<file path="src/rtl/spi_acc_pkg.sv">
// Shared definitions for the accelerometer SPI path: frame FSM states and
// default frame geometry used by both the frame timer and the SPI master.
package spi_acc_pkg;
  typedef enum logic [1:0] {IDLE, RUN, GAP} state_e;
  localparam int FRAME_LEN_DEF = 26;
  localparam int N_W_DEF       = 6;
endpackage

</file>
<file path="src/rtl/spi_clk_div.sv">
// Free-running sclk divider: toggles sclk every CLK_DIV clocks and flags the
// clock edge on which sclk rises (rise_tick) or falls (fall_tick).
module spi_clk_div #(
  parameter int CLK_DIV = 50
) (
  input  logic clk,
  input  logic rst,
  output logic sclk,
  output logic rise_tick,
  output logic fall_tick
);
  localparam int DIV_W = (CLK_DIV > 2) ? $clog2(CLK_DIV) : 1;

  logic [DIV_W-1:0] div_cnt_q, div_cnt_d;
  logic             sclk_q, sclk_d;
  logic             tick;

  always_comb begin
    tick      = (div_cnt_q == DIV_W'(CLK_DIV - 1));
    div_cnt_d = tick ? '0 : div_cnt_q + DIV_W'(1);
    sclk_d    = tick ? ~sclk_q : sclk_q;
  end

  always_ff @(posedge clk) begin
    if (rst) begin
      div_cnt_q <= '0;
      sclk_q    <= 1'b1;
    end else begin
      div_cnt_q <= div_cnt_d;
      sclk_q    <= sclk_d;
    end
  end

  // Strobes mark the clk edge that performs the toggle, not the cycle after.
  assign rise_tick = tick & ~sclk_q;
  assign fall_tick = tick &  sclk_q;
  assign sclk      = sclk_q;
endmodule

</file>
<file path="src/rtl/spi_frame_timer.sv">
// SPI frame sequencer: produces sclk and bit index n (1..FRAME_LEN) with gaps,
// start/done strobes and a frame counter. Define SCLK_GATE_EN to park sclk high outside frames.
module spi_frame_timer
  import spi_acc_pkg::*;
#(
  parameter int CLK_DIV   = 50,
  parameter int FRAME_LEN = FRAME_LEN_DEF,
  parameter int GAP_LEN   = 4,
  parameter int N_W       = N_W_DEF
) (
  input  logic           clk,
  input  logic           rst,
  input  logic           en,
  output logic           sclk,
  output logic [N_W-1:0] n,
  output logic           busy,
  output logic           frame_start,
  output logic           frame_done,
  output logic [15:0]    frame_cnt
);
  localparam int GAP_W = $clog2(GAP_LEN + 1);

  logic sclk_int, rise_tick, unused_fall_tick;

  spi_clk_div #(.CLK_DIV(CLK_DIV)) u_div (
    .clk       (clk),
    .rst       (rst),
    .sclk      (sclk_int),
    .rise_tick (rise_tick),
    .fall_tick (unused_fall_tick)
  );

  state_e           state_q, state_d;
  logic [N_W-1:0]   n_q, n_d;
  logic [GAP_W-1:0] gap_cnt_q, gap_cnt_d;
  logic             frame_start_q, frame_start_d;
  logic             frame_done_q, frame_done_d;
  logic [15:0]      frame_cnt_q, frame_cnt_d;

  // Everything advances only on rise ticks so n is stable across each sclk fall.
  always_comb begin
    state_d       = state_q;
    n_d           = n_q;
    gap_cnt_d     = gap_cnt_q;
    frame_start_d = 1'b0;
    frame_done_d  = 1'b0;
    frame_cnt_d   = frame_cnt_q;
    if (rise_tick) begin
      unique case (state_q)
        IDLE: begin
          if (en) begin
            state_d       = RUN;
            n_d           = N_W'(1);
            frame_start_d = 1'b1;
          end
        end
        RUN: begin
          if (n_q == N_W'(FRAME_LEN)) begin
            state_d      = GAP;
            n_d          = '0;
            frame_done_d = 1'b1;
            frame_cnt_d  = frame_cnt_q + 16'd1;
            gap_cnt_d    = GAP_W'(1);
          end else begin
            n_d = n_q + N_W'(1);
          end
        end
        GAP: begin
          if (gap_cnt_q == GAP_W'(GAP_LEN)) begin
            if (en) begin
              state_d       = RUN;
              n_d           = N_W'(1);
              frame_start_d = 1'b1;
            end else begin
              state_d = IDLE;
            end
          end else begin
            gap_cnt_d = gap_cnt_q + GAP_W'(1);
          end
        end
        default: state_d = IDLE;
      endcase
    end
  end

  always_ff @(posedge clk) begin
    if (rst) begin
      state_q       <= IDLE;
      n_q           <= '0;
      gap_cnt_q     <= '0;
      frame_start_q <= 1'b0;
      frame_done_q  <= 1'b0;
      frame_cnt_q   <= '0;
    end else begin
      state_q       <= state_d;
      n_q           <= n_d;
      gap_cnt_q     <= gap_cnt_d;
      frame_start_q <= frame_start_d;
      frame_done_q  <= frame_done_d;
      frame_cnt_q   <= frame_cnt_d;
    end
  end

`ifdef SCLK_GATE_EN
  // Divider keeps running underneath so the first in-frame fall keeps its phase.
  assign sclk = (state_q == RUN) ? sclk_int : 1'b1;
`else
  assign sclk = sclk_int;
`endif

  assign n           = n_q;
  assign busy        = (state_q != IDLE);
  assign frame_start = frame_start_q;
  assign frame_done  = frame_done_q;
  assign frame_cnt   = frame_cnt_q;
endmodule

</file>
<file path="config.mk">
export PLATFORM = sky130hd
export DESIGN_NAME = spi_frame_timer
export DESIGN_NICKNAME = d
export VERILOG_FILES = /design/src/rtl/spi_acc_pkg.sv /design/src/rtl/spi_clk_div.sv /design/src/rtl/spi_frame_timer.sv
export SDC_FILE = /design/constraint.sdc
export NUM_CORES = 1
export LEC_CHECK = 0
export CORE_ASPECT_RATIO = 0.75
export CORE_MARGIN = 2
export CORE_UTILIZATION = 40
export CTS_BUF_LIST = sky130_fd_sc_hd__clkbuf_16
export CTS_CLUSTER_DIAMETER = 60
export DETAILED_ROUTE_END_ITERATION = 7
export SLEW_MARGIN = 20
export SYNTH_ARGS = -nofsm -noshare
export SYNTH_HDL_FRONTEND = slang
export SYNTH_SLANG_ARGS = --single-unit
</file>
<file path="constraint.sdc">
create_clock -name clk -period 5 [get_ports clk]
set_input_delay 1 -clock clk [delete_from_list [all_inputs] [get_ports clk]]
set_output_delay 1 -clock clk [all_outputs]
set_load 0.05 [all_outputs]
</file>
==> results_dict.tcl <==
set metrics [dict create \
    die_h_um 62.99 \
    syn-mean-instance-area_um2 8.921 \
    globalRoute.totalOverflow 0 \
    status "finished, final reports clean" \
    yosys.cell_types.count 44 \
    root_buffer "clkbuf_16" \
    wl_per_cell_um 13.32 \
    setup_viol 0 \
    dpl_cell_area_um2 2145 \
    start_util_pct 41.54 \
    final_util_pct 50.87 \
    maxCapViolations 0 \
    synth-edff-count 0 \
    worst_path_largest_cell_delay_ps 790 \
    io_buffer_count 28 \
    tightest_slew_ps 734.6 \
    stdcell_area_um2 2272 \
    synth-seq-cells 36 \
    postCtsSetupBuffers 0 \
    worstPathMaxFanout 13 \
    place_congestion 0.7309 \
    finalHoldViolCount 0 \
    cp.arrival_ps 1870 \
    cts_inserted_buffers 5 \
    cts-hold-fix-buffers 0 \
    core-area_um2 4467 \
    rsz0062_at_grt "no" \
    grt_pass1_wl_um 6624 \
    grt_pass1_vias 1452 \
    totalWireLength_um 3877 \
    worst_setup_path_start_kind "flop" \
    ys_seq_area_share_pct 38.84 \
    remaining_drc_errors 0 \
    p_comb_share_pct 1.8 \
    crit_chain "or2_2 -> clkdlybuf4s50_1" \
    final_cell_mix "36 x dfxtp_1, 28 x nor2_1, 27 x clkdlybuf4s50_1" \
    max_freq_ghz 0.3481 \
    worst-setup-path-type "reg2out" \
    cts_resized 0 \
    worstSkewPairLatency_ps 280 \
    async_reset_ff_share_pct 0 \
    dieArea_um2 5205 \
    setup_tns_ps 0 \
    vias 1521 \
    final_nets 244 \
    path_clk_slew_ps 50 \
    antenna_found_initial 0 \
    antenna_cells 0 \
    cellLeakagePower_uw 0.0007906 \
    hp-class "reg2reg" \
    endpoint_kind "output port" \
    ir_worst_vdd_v 0.0001392 \
    synth_area_um2 1856 \
    p_int_uw 470.8 \
    grt_max_degree 34 \
    cts.htree.levels 2 \
    critPathSlowestCell "clkdlybuf4s50_1" \
    antenna_left 0 \
    swShare_pct 20.59 \
    clock_sinks 36 \
    pwr-share-seq_pct 49.2 \
    firstDrtPassIters 4 \
    synthTopCellsByArea "dfxtp_1 39%, nor2_1 5.7%, xnor2_1 5.7%" \
    clockBufferDepth 2 \
    routed_via_density 5.227 \
    rows 21 \
    fin_crit_ps 2873 \
    cts_tree "yes" \
    relSlewSlack_pct 51.03 \
    area_delta_synth_final_pct 22.45 \
    grt_util_all_layers_pct 16.46 \
    die_x_um 82.65 \
    p_per_area_nw_per_um2 260.9 \
    slew_violations 0 \
    synth_cells 208 \
    synth_top_area_share_pct 38.84 \
    io_pins 29 \
    switching_power_uw 122.1 \
    first_iter_violations 84 \
    hold_slack_ps 470.7 \
    dp_hpwl_um 2557 \
    syn_nets 218 \
    drive_gt1_share_pct 8.547 \
    yosys_warnings 0 \
    fin_skew_ps 1.617 \
    final.period_utilization_pct 57.46 \
    synth_top_flop_cell "dfxtp_1" \
    layout_commonest_cell "dfxtp_1" \
    p_clk_share_pct 49.1 \
    synth.largest_area_cell "dfxtp_1" \
    cp.required_ps 4000 \
]
power by group through the flow:
| stage | combinational, µW | clock [µW] | sequential (µW) |
|---|---|---|---|
| after floorplan | 7.95 | 0 | 297 |
| after global placement | 11.2 | 0 | 298 |
| after detailed placement | 11.2 | 0 | 298 |
| after CTS | 11.2 | 299 | 291 |
| after global routing | 12.2 | 314 | 292 |
| final | 10.7 | 291 | 291 |
critical path, delay by kind of cell (launching register included):
| family | cells | cell delay (ps) |
|---|---|---|
| AND/OR/NAND/NOR | 1 | 190 |
| flip-flops | 1 | 620 |
| buffers and inverters | 1 | 790 |
stage by stage:
stage | total power, µW | setup slack (ps) | std cells
finish | 592.9 | 2127 | 291
floorplan | 305.1 | 2640 | 208
global placement | 308.8 | 2202 | 284
detailed placement | 308.9 | 2198 | 284
global route | 618.1 | 2040 | 291
CTS | 601.7 | 2128 | 291
worst paths after layout:
check,endpoint,from,slack (ps),cells past startpoint
hold reg to reg,u_div.div_cnt_q[0],u_div.div_cnt_q[0],470,1
hold / removal,u_div.div_cnt_q[0],u_div.div_cnt_q[0],470,1
setup / recovery,busy,state_q[0],2130,2
setup reg to reg,frame_cnt[15],n[0],2710,7
cell families (layout without fill, tap and decap cells):
family	Yosys count	count (layout)	synth area share, %
AO/OA/AOI/OAI	26	26	8.834
flip-flops	36	36	38.84
multiplexers	2	2	1.214
XOR/XNOR	16	16	7.552
AND/OR/NAND/NOR	107	107	34.46
adder cells (fa/ha/maj)	7	7	4.720
buffers and inverters	14	40	4.383
routing by layer:
| metal | global-route usage (%) | wire length [µm] | vias to the layer above |
|---|---|---|---|
| met1 | 24.42 | 2102 | 699 |
| met2 | 22.08 | 1545 | 39 |
| met3 | 4.480 | 184 | 4 |
| met4 | 6.762 | 44 | 0 |
| met5 | 0 | 0 | - |
| li1 | - | - | 779 |
cell type report:
| class | count | area, µm² |
|---|---|---|
| inverter | 5 | 18.77 |
| clock inverter | 2 | 7.507 |
| timing repair buffer | 28 | 275.3 |
| fill | 450 | 2195 |
| clock buffer | 5 | 125.1 |
| sequential | 36 | 720.7 |
| tap | 57 | 71.32 |
| multi-input combinational | 158 | 1054 |
state kept, by name, indices dropped and copies added (netlist names):
| name | cells |
|---|---|
| n | 6 |
| frame_cnt | 16 |
| state_q | 2 |
| frame_start | 1 |
| gap_cnt_q | 3 |
| u_div.sclk | 1 |
| u_div.div_cnt_q | 6 |
| frame_done | 1 |
cells in the mapped netlist, types with 2 or more instances:
| cell | instances |
|---|---|
| dfxtp_1 | 36 |
| nor2_1 | 28 |
| nand2_1 | 18 |
| xnor2_1 | 12 |
| a21oi_1 | 11 |
| nand3_1 | 11 |
| o21ai_0 | 8 |
| ha_1 | 7 |
| nand4_1 | 6 |
| inv_1 | 5 |
| nor3_1 | 5 |
| and3_1 | 4 |
| nor2b_1 | 4 |
| nor4_1 | 4 |
| nor4_4 | 4 |
| xor2_1 | 4 |
| a211oi_1 | 3 |
| buf_6 | 3 |
| nand3b_1 | 3 |
| or4_1 | 3 |
| and4_1 | 2 |
| buf_2 | 2 |
| clkbuf_1 | 2 |
| mux2_2 | 2 |
| nand2b_1 | 2 |
No activity file was read; power rests on OpenSTA's default activity.
